==> config.mk <==
export PLATFORM = sky130hd
export DESIGN_NAME = writeback_arbiter
export DESIGN_NICKNAME = d
export VERILOG_FILES = /design/src/rtl/writeback_arbiter.sv
export SDC_FILE = /design/constraint.sdc
export NUM_CORES = 1
export LEC_CHECK = 0
export ABC_AREA = 1
export CAP_MARGIN = 20
export CORE_ASPECT_RATIO = 1.2
export CORE_MARGIN = 2
export CORE_UTILIZATION = 35
export DETAILED_ROUTE_END_ITERATION = 12
export PLACE_DENSITY_LB_ADDON = 0.3
export SLEW_MARGIN = 10
export SYNTH_ARGS = -nofsm -noshare
export SYNTH_HDL_FRONTEND = slang
export SYNTH_SLANG_ARGS = --single-unit
==> constraint.sdc <==
create_clock -name clk -period 3.7 [get_ports clk]
set_input_delay 0.555 -clock clk [delete_from_list [all_inputs] [get_ports clk]]
set_output_delay 0.555 -clock clk [all_outputs]
set_load 0.005 [all_outputs]
==> src/rtl/writeback_arbiter.sv <==
// Writeback arbiter: merges ALU results and FIFO-buffered FPU results onto the
// single regfile write port, tracks pending FPU destinations, and forces the ALU to yield.
module writeback_arbiter #(
    parameter int DEPTH  = 4,
    parameter int STARVE = 3
) (
    input  logic        clk,
    input  logic        reset,
    input  logic        alu_valid,
    input  logic [3:0]  alu_addr,
    input  logic [15:0] alu_data,
    input  logic        fpu_valid,
    output logic        fpu_ready,
    input  logic [3:0]  fpu_addr,
    input  logic [15:0] fpu_data,
    input  logic        issue_valid,
    input  logic        issue_is_fpu,
    input  logic [3:0]  issue_addr,
    input  logic [3:0]  chk_addr_0,
    input  logic [3:0]  chk_addr_1,
    output logic        busy_0,
    output logic        busy_1,
    output logic        stall_alu,
    output logic        wr_en,
    output logic [3:0]  wr_addr,
    output logic [15:0] wr_data
);
    localparam int PW = (DEPTH > 1) ? $clog2(DEPTH) : 1;
    localparam int CW = PW + 1;
    localparam int SW = (STARVE > 1) ? $clog2(STARVE + 1) : 1;

    logic [3:0]    fifo_addr [DEPTH];
    logic [15:0]   fifo_data [DEPTH];
    logic [PW-1:0] rd_ptr;
    logic [PW-1:0] wr_ptr;
    logic [CW-1:0] count;
    logic [14:0]   pending;
    logic [15:0]   pending_ext;
    logic [14:0]   set_vec;
    logic [14:0]   clr_vec;
    logic [SW-1:0] starve_cnt;

    logic          push;
    logic          pop;
    logic          fifo_empty;
    logic          blocked;
    logic [3:0]    head_addr;
    logic [15:0]   head_data;
    logic          sel_valid;
    logic [3:0]    sel_addr;
    logic [15:0]   sel_data;

    assign fifo_empty = (count == '0);
    assign fpu_ready  = (count < CW'(DEPTH));
    assign push       = fpu_valid && fpu_ready;
    assign pop        = !alu_valid && !fifo_empty;
    assign blocked    = alu_valid && !fifo_empty;
    assign head_addr  = fifo_addr[rd_ptr];
    assign head_data  = fifo_data[rd_ptr];

    always_comb begin
        sel_valid = 1'b0;
        sel_addr  = head_addr;
        sel_data  = head_data;
        if (alu_valid) begin
            sel_valid = 1'b1;
            sel_addr  = alu_addr;
            sel_data  = alu_data;
        end else if (!fifo_empty) begin
            sel_valid = 1'b1;
        end
    end

    // Storage needs no reset: entries are only read when count says they are valid.
    always_ff @(posedge clk) begin
        if (push) begin
            fifo_addr[wr_ptr] <= fpu_addr;
            fifo_data[wr_ptr] <= fpu_data;
        end
    end

    always_ff @(posedge clk or negedge reset) begin
        if (!reset) begin
            wr_ptr <= '0;
            rd_ptr <= '0;
            count  <= '0;
        end else begin
            if (push) wr_ptr <= wr_ptr + PW'(1);
            if (pop)  rd_ptr <= rd_ptr + PW'(1);
            case ({push, pop})
                2'b10:   count <= count + CW'(1);
                2'b01:   count <= count - CW'(1);
                default: count <= count;
            endcase
        end
    end

    // Set is OR-ed in after the clear so a same-cycle reissue keeps the bit.
    always_comb begin
        set_vec = '0;
        clr_vec = '0;
        if (issue_valid && issue_is_fpu && issue_addr != 4'd15)
            set_vec = 15'(16'd1 << issue_addr);
        if (pop && head_addr != 4'd15)
            clr_vec = 15'(16'd1 << head_addr);
    end

    always_ff @(posedge clk or negedge reset) begin
        if (!reset) pending <= '0;
        else        pending <= (pending & ~clr_vec) | set_vec;
    end

    assign pending_ext = {1'b0, pending};
    assign busy_0      = pending_ext[chk_addr_0];
    assign busy_1      = pending_ext[chk_addr_1];

    always_ff @(posedge clk or negedge reset) begin
        if (!reset) begin
            starve_cnt <= '0;
            stall_alu  <= 1'b0;
        end else if (blocked) begin
            if (starve_cnt == SW'(STARVE - 1)) begin
                starve_cnt <= '0;
                stall_alu  <= 1'b1;
            end else begin
                starve_cnt <= starve_cnt + SW'(1);
                stall_alu  <= 1'b0;
            end
        end else begin
            starve_cnt <= '0;
            stall_alu  <= 1'b0;
        end
    end

    // r15 aliases the PC: a selected write to it is consumed but never enabled.
    always_ff @(posedge clk or negedge reset) begin
        if (!reset) begin
            wr_en   <= 1'b0;
            wr_addr <= '0;
            wr_data <= '0;
        end else begin
            wr_en <= sel_valid && (sel_addr != 4'd15);
            if (sel_valid) begin
                wr_addr <= sel_addr;
                wr_data <= sel_data;
            end
        end
    end

endmodule
## Word level (Yosys, flattened, before mapping)

Memory sizes are Yosys's and may differ from the RTL's.
Index checks and enable logic that the tools add are counted.
Widths: inputs -> output; s select.

| word-level totals | value |
|---|---|
| flip-flop bits (word level) | 46 |
| bits in writable memories | 80 |
| input bits | 58 |
| output and inout bits | 25 |
| memories | 2 |

| operators by class | value |
|---|---|
| $add $sub $neg | 5 |
| order comparisons | 3 |
| equality and inequality tests | 6 |
| shift-type cells | 2 |
| multiplexer cells | 17 |
| bitwise logic cells | 3 |
| reduce and logical (&&, ||, !) cells | 11 |

Memory list:

| memory | words | width | rd ports | clocked after memory_dff | write ports | line | text |
|---|---|---|---|---|---|---|---|
| fifo_data | 4 | 16 | 1 | 0 | 1 | 33 | `logic [15:0] fifo_data [DEPTH];` |
| fifo_addr | 4 | 4 | 1 | 0 | 1 | 32 | `logic [3:0] fifo_addr [DEPTH];` |

Operators with widths:

| kind | count |
|---|---|
| $mux 15 | 2 |
| $shl 1x4->15 const A | 2 |
| $mux 16 | 1 |
| $and 15x15->15 | 1 |
| $not 15->15 | 1 |
| $or 15x15->15 | 1 |
| $ne 4x4->1 const B | 3 |
| $lt 4x5->1 const B | 2 |
| $bmux 1 s4 | 2 |
| $mux 1 | 8 |
| $logic_and 1x1->1 | 7 |
| $add 2x1->2 const B | 3 |
| $pmux 3 s2 | 1 |
| $eq 2x2->1 const B | 2 |
| $mux 2 | 2 |
| $mux 4 | 1 |
| $add 3x1->3 const B | 1 |
| $logic_not 3->1 | 1 |
| $lt 3x3->1 const B | 1 |
| $sub 3x1->3 const B | 1 |
| $eq 2x1->1 const B | 1 |
| $logic_not 1->1 | 2 |
| $reduce_bool 2->1 | 1 |

## Longest topological paths before layout

Gate-level depths: netlist of the first run.

| depth | value |
|---|---|
| word-level depth | 8 |
| gate-level depth with buffers | 11 |

## Worst setup path before layout of the first run

No wires, ideal clock.

| timing path | value |
|---|---|
| path type | input-to-reg |
| from | in alu_valid |
| to | reg count[2] |
| data arrival time | 2.046 ns |
| required time | 3.569 ns |
| path slack | 1.523 ns |
| stages | 10 |
| buffers on the path | 1 |
| cells stage by stage | buf_4 -> clkinv_1 -> nand2_1 -> inv_1 -> ha_1 -> inv_1 -> fa_1 -> a21oi_1 -> o21ai_0 -> xor2_1 |

| between the ends | value |
|---|---|
| cells in the longest elaborated chain, start to end | 4 |
| elaborated cells between the ends (all ways) | 6 |
| classes of those cells | eq/ne: 2; mux: 1; reduce/logical: 3 |

Ends and longest elaborated chain:

| item | line | text |
|---|---|---|
| start, declared | 9 | `input logic alu_valid,` |
| $logic_not 1->1 (*) | 56 | `assign pop = !alu_valid && !fifo_empty;` |
| $logic_and 1x1->1 (*) | 56 |  |
| named net pop | 44 | `logic pop;` |
| $eq 2x1->1 / $eq 2x2->1 (equally long branches) | 90 | `case ({push, pop})` |
| $pmux 3 s2 / $reduce_bool 2->1 (equally long branches) | n/a |  |
| end signal, assigned | 91 | `2'b10: count <= count + CW'(1);` |
| end signal, assigned | 92 | `2'b01: count <= count - CW'(1);` |
| end signal, assigned | 93 | `default: count <= count;` |
| end, declared | 36 | `logic [CW-1:0] count;` |

The timed path passes the listed nets; every way through them passes the cells marked *.
A chain may end at the register's enable or synchronous reset.

## Worst setup path after layout of the first run

| timing path | value |
|---|---|
| from | in chk_addr_1[0] |
| to | out busy_1 |

| between the ends | value |
|---|---|
| cells in the longest elaborated chain, start to end | 2 |

Ends and longest elaborated chain:

| item | line | text |
|---|---|---|
| start, declared | 20 | `input logic [3:0] chk_addr_1,` |
| $bmux 1 s4 | 115 | `assign busy_1 = pending_ext[chk_addr_1];` |
| $mux 1 (implied by the code) | 115 |  |
| end, declared | 22 | `output logic busy_1,` |

Every way passes these cells. The select of a mux whose other input is x is not followed.

==> summary.txt, run 1 <==
LOGIC SYNTHESIS
-------------------------------------------------------------------------------------
Number of synthesized register bits ....................................          126
Yosys top cell by area ................................................. sky130_fd_sc_hd__edfxtp_1
Asr flop ratio synth ...................................................        36.5%
Cell types occupying the most area after synthesis ..................... sky130_fd_sc_hd__edfxtp_1, sky130_fd_sc_hd__dfrtp_1, sky130_fd_sc_hd__nand2_1
Most used flip-flop cell after synthesis ............................... sky130_fd_sc_hd__edfxtp_1
Top-area cell type share of the netlist area ...........................        42.6%
Synthesized instance count .............................................          551
Summed instance area of the synthesized netlist ........................     5630 µm²
Average footprint of a synthesized cell ................................     10.2 µm²
Sequential cell area fraction in the yosys report ......................        63.1%
Synth warn .............................................................            0
Syn nets ...............................................................          615
Number of synthesized flops with an enable pin .........................           80
Post-synthesis cell type count .........................................           32

POWER AND IR DROP
-------------------------------------------------------------------------------------
Leakage ................................................................      2.78 nW
Net switching component of the power ...................................      1.86 mW
Total power divided by cell area .......................................   751 nW/µm²
Proportion of total power due to net switching .........................        34.4%
Maximum VDD drop .......................................................       300 µV
Sequential group share of total power ..................................        38.9%
Total internal power ...................................................      3.55 mW
Share of power burned in the clock network .............................        28.5%
Total power after layout ...............................................      5.41 mW
Share of total power in combinational logic ............................        32.6%

WORST SETUP PATH
-------------------------------------------------------------------------------------
Reg-to-reg startpoint .................................................. rd_ptr[0]$_DFFE_PN0P_
Cell with the largest stage delay on the worst path .................... sky130_fd_sc_hd__clkdlybuf4s50_1
Destination of the worst register-to-register timing path .............. pending[1]$_DFF_PN0_
WS Path Type ...........................................................       in2out
Startpoint type of the worst setup path ................................ primary input
Worst path cell trace .................................................. clkdlybuf4s50_1 > clkinv_1 > nand2_1 > o211ai_1 > o211ai_1 > nand3_1 > nand2_1 > clkdlybuf4s50_1
Arrival time worst endpoint ............................................      2.37 ns
Highest fanout seen on the critical path ...............................           10
Count of cells along the worst register-to-register path ...............            9
Delay of the slowest cell on the worst path ............................      0.57 ns
R2R setup slack ........................................................      1.54 ns
Critical path capture point type .......................................   output pin
Required arrival time at the worst endpoint ............................      3.14 ns

GRT
-------------------------------------------------------------------------------------
Global-route wire length before repair .................................    21,900 µm
Maximum number of pins on one net before global-route repair ...........           44
Global route overflow ..................................................            0
Vias in the first global route .........................................        4,304
Overall global routing resource usage ..................................        16.8%
Initial antenna violation count ........................................            0

STA
-------------------------------------------------------------------------------------
Total Neg Setup Slack ..................................................         0 ns
Max-slew violation count ...............................................            0
Worst Clk Skew .........................................................   0.00651 ns
Actual transition at the worst max-transition pin ......................     0.970 ns
RSZ-0062 raised after global routing ...................................        false
Upper clock frequency limit ............................................    0.342 GHz
Final setup fails ......................................................            0
Minimum clock period after layout ......................................      2.92 ns
Rel. slew slack ........................................................        35.0%
Tcrit/Tclk final .......................................................        79.0%
Number of hold-slack violations in the final timing report .............            0

CTS
-------------------------------------------------------------------------------------
TritonCTS Buffers ......................................................           17
Total clock sinks ......................................................          126
Number of hold-repair buffers added at the cts stage ...................            0
Clock tree from TritonCTS ..............................................         done
Max Buffers Root-to-Sink ...............................................            2
Number of H-tree levels ................................................            4
Number of gates given a new drive strength after cts ...................            0
Post-CTS repair timing setup buffer count ..............................            0
Clock root buffer master ............................................... sky130_fd_sc_hd__clkbuf_16
Clock latency at the later pin of the worst-skew pair ..................      0.41 ns
Clock-pin slew of the registers on the worst-case setup and hold paths .      0.06 ns

FINAL LAYOUT
-------------------------------------------------------------------------------------
Commonest non-fill, non-tap cells in the layout ........................ sky130_fd_sc_hd__nand2_1, sky130_fd_sc_hd__clkdlybuf4s50_1, sky130_fd_sc_hd__edfxtp_1
Final cell count without fillers .......................................          860
Fraction of final layout cells sized beyond drive strength 1 ...........        9.66%
NumNets Final ..........................................................          703
Area added between synthesis and finish ................................        27.8%
Number of antenna cells inserted .......................................            0
Commonest non-fill, non-tap cell in the layout ......................... sky130_fd_sc_hd__nand2_1

PLACE
-------------------------------------------------------------------------------------
HPWL after detailed placement ..........................................      9240 µm
Placer's final routability congestion estimate .........................        0.911
Total instance count after detailed placement ..........................          828
IO buf count ...........................................................           82

DETAILED ROUTING
-------------------------------------------------------------------------------------
Routed wire length .....................................................    13,900 µm
Avg WL per Cell ........................................................      16.1 µm
Average vias per placed instance .......................................         5.00
Residual DRC ...........................................................            0
DRT Pass-1 Iters .......................................................            4
DRC marker count from the first detailed-route iteration ...............          191
Antenna Violating Nets Remaining .......................................            0
Total vias in the final route ..........................................        4,304

FLOORPLAN
-------------------------------------------------------------------------------------
Number of rows in the core area ........................................           50
Die Span Y .............................................................       143 µm
Core Area ..............................................................   15,700 µm²
Die Footprint ..........................................................   17,100 µm²
Die X-Extent ...........................................................       120 µm
Boundary pin count .....................................................           83
Initial Util ...........................................................        35.9%

RUN STATUS
-------------------------------------------------------------------------------------
Run status ............................................................. finished clean

WORST HOLD PATH
-------------------------------------------------------------------------------------
Kind of path behind the tightest hold check ............................     in2async

FLOW RUN
-------------------------------------------------------------------------------------
Max Cap Viol ...........................................................            0

==> Yosys cell counts (3+ instances only) <==
master                     number
sky130_fd_sc_hd__o211ai_1      10
sky130_fd_sc_hd__nor3_1         3
sky130_fd_sc_hd__buf_2         10
sky130_fd_sc_hd__clkinv_1       3
sky130_fd_sc_hd__clkbuf_1       5
sky130_fd_sc_hd__o21ai_0       68
sky130_fd_sc_hd__a21oi_1        3
sky130_fd_sc_hd__dfrtp_1       46
sky130_fd_sc_hd__nand4_1        4
sky130_fd_sc_hd__o22ai_1       16
sky130_fd_sc_hd__buf_6          4
sky130_fd_sc_hd__edfxtp_1      80
sky130_fd_sc_hd__ha_1           5
sky130_fd_sc_hd__buf_4          4
sky130_fd_sc_hd__inv_1         30
sky130_fd_sc_hd__xor2_1         3
sky130_fd_sc_hd__o21ai_1       14
sky130_fd_sc_hd__nor2_4         3
sky130_fd_sc_hd__nand2_2        9
sky130_fd_sc_hd__nand3_1       34
sky130_fd_sc_hd__nand2_1       99
sky130_fd_sc_hd__nand3_2        3
sky130_fd_sc_hd__nor2_1        82
==> cell type report <==
type	instances	area (µm²)
Clock buffer	24	452
Clock inverter	8	96.3
Fill cell	1449	8500
Inverter	36	140
Multi-Input combinational cell	366	1810
Sequential cell	126	3550
Tap cell	208	260
Timing Repair Buffer	92	891
==> how the worst max path moves through the flow <==
stage                        startpoint              endpoint  slack (ns)  depth (start not counted)
after floorplan               alu_valid  count[2]$_DFFE_PN0P_        1.52                         10
after global placement    chk_addr_0[0]                busy_0        0.91                          8
after detailed placement  chk_addr_1[0]                busy_1        0.80                          8
after CTS                 chk_addr_1[0]                busy_1        0.79                          8
after global routing      chk_addr_1[0]                busy_1        0.61                          8
final                     chk_addr_1[0]                busy_1        0.78                          8
==> power groups by stage <==
stage          registers [mW]  logic, mW  clock network, mW
2_1_floorplan            2.04       1.17                  0
6_report                 2.10       1.76               1.54
5_1_grt                  2.14       1.99               1.62
3_5_place_dp             2.13       1.77                  0
4_1_cts                  2.11       1.78               1.57
3_3_place_gp             2.12       1.72                  0
==> critical path: cells and delay by family <==
kind | cells | cell delay (ns)
buffers and inverters | 3 | 1.31
AOI/OAI and AO/OA | 2 | 0.20
and+or+nand+nor | 3 | 0.30
==> state kept, by name, indices dropped and copies added, names as in the netlist, 2 cells and up <==
name / flops
wr_data: 16
wr_addr: 4
fifo_addr: 16
count: 3
wr_ptr: 2
pending: 15
starve_cnt: 2
fifo_data: 64
rd_ptr: 2
==> layer usage <==
metal / routed length [µm] / vias to the layer above / track usage, %
met3: 483 / 34 / 3.43
li1: - / 2077 / -
met5: 0 / - / 0
met1: 5690 / 2091 / 18.9
met2: 7360 / 102 / 30.9
met4: 312 / 0 / 7.18
==> per-stage QoR <==
| step | hold WS [ns] | cell area [µm²] | utilization, % | setup slack [ns] |
|---|---|---|---|---|
| CTS | 0.0699 | 7200 | 45.8 | 0.788 |
| detailed placement | 0.429 | 6650 | 42.4 | 0.796 |
| finish | 0.0720 | 7200 | 45.8 | 0.777 |
| global route | 0.0838 | 7200 | 45.8 | 0.606 |
| floorplan | 0.259 | 5630 | - | 1.52 |
| global placement | 0.420 | 6650 | 42.4 | 0.914 |
==> logic make-up after synthesis <==
logic type,after synthesis,share of synthesized area [%]
flops,126,63.1
simple gates,241,18.5
xor+xnor,4,0.622
compound gates,115,11.2
fa+ha+maj,6,1.47
buf+inv,59,5.04
Power figures use the tool's default switching activity.
==> run 2: changes to the inputs <==
Clock period 3.7 ns to 2.39 ns, I/O delays scaled along.
==> summary.txt, run 2 (synthesis results as in run 1) <==
RUN STATUS
-------------------------------------------------------------------------------------
Run status ............................................................. finished clean   unchanged

CTS
-------------------------------------------------------------------------------------
Number of H-tree levels ................................................            4   unchanged
Max Buffers Root-to-Sink ...............................................            2   unchanged
Clock tree from TritonCTS ..............................................         done   unchanged
Clock latency at the later pin of the worst-skew pair ..................      0.41 ns   about the same
Clock root buffer master ............................................... sky130_fd_sc_hd__clkbuf_16   unchanged
Clock-pin slew of the registers on the worst-case setup and hold paths .      0.05 ns   was 0.06 ns
Total clock sinks ......................................................          126   unchanged
Number of hold-repair buffers added at the cts stage ...................            0   unchanged
TritonCTS Buffers ......................................................           17   unchanged

FINAL LAYOUT
-------------------------------------------------------------------------------------
Commonest non-fill, non-tap cell in the layout ......................... sky130_fd_sc_hd__nand2_1   unchanged
Commonest non-fill, non-tap cells in the layout ........................ sky130_fd_sc_hd__nand2_1, sky130_fd_sc_hd__edfxtp_1, sky130_fd_sc_hd__clkdlybuf4s50_1   was sky130_fd_sc_hd__nand2_1, sky130_fd_sc_hd__clkdlybuf4s50_1, sky130_fd_sc_hd__edfxtp_1
Largest registers ...................................................... fifo_data x64, fifo_addr x16, wr_data x16   unchanged
NumNets Final ..........................................................          716   was 703
Register name with the most flops ......................................    fifo_data   unchanged
Flip-flop count of the largest register, all copies and words added ....           64   unchanged
Fraction of final layout cells sized beyond drive strength 1 ...........        11.4%   was 9.66%
Area added between synthesis and finish ................................        29.8%   was 27.8%
Final core utilization .................................................        46.6%   was 45.8%
Number of antenna cells inserted .......................................            0   unchanged

GRT
-------------------------------------------------------------------------------------
Global routing met2 resource utilization ...............................        31.5%   was 30.9%
Met1 GRT Util ..........................................................        19.1%   was 18.9%
Initial antenna violation count ........................................            0   unchanged
Global-route met3 utilization ..........................................        4.23%   was 3.43%
Maximum number of pins on one net before global-route repair ...........           47   was 44
Most Crowded Layer GR ..................................................         met2   unchanged
Global route overflow ..................................................            0   unchanged
Global-route wire length before repair .................................    22,400 µm   was 21,900 µm
Vias in the first global route .........................................        4,464   was 4,304
Overall global routing resource usage ..................................        17.3%   was 16.8%

STA
-------------------------------------------------------------------------------------
Worst Clk Skew .........................................................    0.0165 ns   was 0.00651 ns
Minimum clock period after layout ......................................      2.31 ns
Rel. slew slack ........................................................        55.0%   was 35.0%
Final setup fails ......................................................            0   unchanged
Tcrit/Tclk final .......................................................        96.8%
Number of hold-slack violations in the final timing report .............            0   unchanged
RSZ-0062 raised after global routing ...................................        false   unchanged
Upper clock frequency limit ............................................    0.432 GHz
Max-slew violation count ...............................................            0   unchanged
Actual transition at the worst max-transition pin ......................     0.676 ns   was 0.970 ns

POWER AND IR DROP
-------------------------------------------------------------------------------------
Share of total power in combinational logic ............................        33.8%   was 32.6%
Total internal power ...................................................      5.54 mW   was 3.55 mW
Leakage ................................................................      2.86 nW   was 2.78 nW
Maximum VDD drop .......................................................       547 µV   was 300 µV
Sequential group share of total power ..................................        38.1%   was 38.9%
Share of power burned in the clock network .............................        28.1%   was 28.5%
Total power divided by cell area .......................................  1150 nW/µm²   was 751 nW/µm²
Proportion of total power due to net switching .........................        34.4%   about the same
Net switching component of the power ...................................      2.91 mW   was 1.86 mW
Total power after layout ...............................................      8.44 mW   was 5.41 mW

WORST SETUP PATH
-------------------------------------------------------------------------------------
Startpoint type of the worst setup path ................................ primary input   unchanged
Reg-to-reg startpoint .................................................. rd_ptr[0]$_DFFE_PN0P_   unchanged
Required arrival time at the worst endpoint ............................      2.03 ns   was 3.14 ns
Highest fanout seen on the critical path ...............................            5   was 10
Arrival time worst endpoint ............................................      1.95 ns   was 2.37 ns
Critical path capture point type .......................................   output pin   unchanged
WS Path Type ...........................................................       in2out   unchanged
CP Launch Point ........................................................ chk_addr_0[1]   was chk_addr_1[0]

FLOORPLAN
-------------------------------------------------------------------------------------
Die X-Extent ...........................................................       120 µm   unchanged
Initial Util ...........................................................        35.9%   unchanged
Number of rows in the core area ........................................           50   unchanged
Core Area ..............................................................   15,700 µm²   unchanged
Boundary pin count .....................................................           83   unchanged
Die Footprint ..........................................................   17,100 µm²   unchanged
Die Span Y .............................................................       143 µm   unchanged

DETAILED ROUTING
-------------------------------------------------------------------------------------
Residual DRC ...........................................................            0   unchanged
Average vias per placed instance .......................................         5.06   was 5.00
Routed wire length .....................................................    14,400 µm   was 13,900 µm
Avg WL per Cell ........................................................      16.5 µm   was 16.1 µm
DRC marker count from the first detailed-route iteration ...............          235   was 191
Antenna Violating Nets Remaining .......................................            0   unchanged
DRT Pass-1 Iters .......................................................            4   unchanged
Total vias in the final route ..........................................        4,419   was 4,304

PLACE
-------------------------------------------------------------------------------------
HPWL after detailed placement ..........................................      9450 µm   was 9240 µm
Placer's final routability congestion estimate .........................        0.892   was 0.911
IO buf count ...........................................................           82   unchanged

WORST HOLD PATH
-------------------------------------------------------------------------------------
Kind of path behind the tightest hold check ............................     in2async   unchanged

FLOW RUN
-------------------------------------------------------------------------------------
Max Cap Viol ...........................................................            0   unchanged

==> run 2: path summary, 6_finish.rpt <==
path / slack, ns / end / cells past startpoint
min in group clk: 0.42 / starve_cnt[0]$_DFF_PN0_ / 1
setup / recovery: 0.08 / busy_0 / 7
max in group asynchronous: 1.86 / count[0]$_DFFE_PN0P_ / 2
setup reg to reg: 0.53 / pending[9]$_DFF_PN0_ / 8
hold reg to reg: 0.42 / starve_cnt[0]$_DFF_PN0_ / 1
hold / removal: 0.06 / wr_data[6]$_DFFE_PN0P_ / 2
==> run 2: per-layer routing <==
metal  vias to the layer above  routed length, µm
met4                         0                291
met5                         -                  0
met2                       140               7580
met3                        25                661
met1                      2151               5840
li1                       2103                  -
==> run 2: final cells by class <==
cell class,instances,area [µm²]
Sequential cell,126,3550
Clock buffer,23,448
Fill cell,1448,8390
Multi-Input combinational cell,366,1810
Timing Repair inverter,1,7.51
Clock inverter,9,93.8
Timing Repair Buffer,104,998
Tap cell,208,260
Inverter,36,146
==> run 2: critical path: stages <==
cell and delay, ns:
sky130_fd_sc_hd__clkdlybuf4s50_1 0.48, sky130_fd_sc_hd__inv_1 0.15, sky130_fd_sc_hd__o21ai_0 0.10, sky130_fd_sc_hd__o211ai_1 0.19, sky130_fd_sc_hd__nand3_1 0.09, sky130_fd_sc_hd__nand2_1 0.08, sky130_fd_sc_hd__clkdlybuf4s50_1 0.50
==> run 2: metrics by stage <==
stage / setup slack (ns) / area (µm²) / std cells / setup TNS, ns / hold WS (ns)
after global routing: 0.0308 / 7310 / 873 / 0 / 0.0996
after global placement: 0.0857 / 6750 / 839 / 0 / 0.420
after detailed placement: -0.0576 / 6750 / 839 / -0.0576 / 0.432
after CTS: 0.00233 / 7290 / 871 / 0 / 0.0743
final: 0.0766 / 7310 / 873 / 0 / 0.0597
after floorplan: 0.409 / 5630 / 551 / 0 / 0.0629
==> run 2: power groups by stage <==
stage          logic [mW]  clock network, mW  registers [mW]
2_1_floorplan        1.82                  0            3.17
3_3_place_gp         2.78                  0            3.23
3_5_place_dp         2.86                  0            3.25
4_1_cts              2.88               2.43            3.21
5_1_grt              3.18               2.51            3.28
6_report             2.85               2.38            3.22
==> run 2: what timing repair did <==
| action | 4_1_cts | 5_1_grt |
|---|---|---|
| cloned | 0 | 1 |
| setup buffers | 0 | 1 |
| resized for setup | 1 | 5 |
| endpoints found under the setup margin | 1 | 2 |
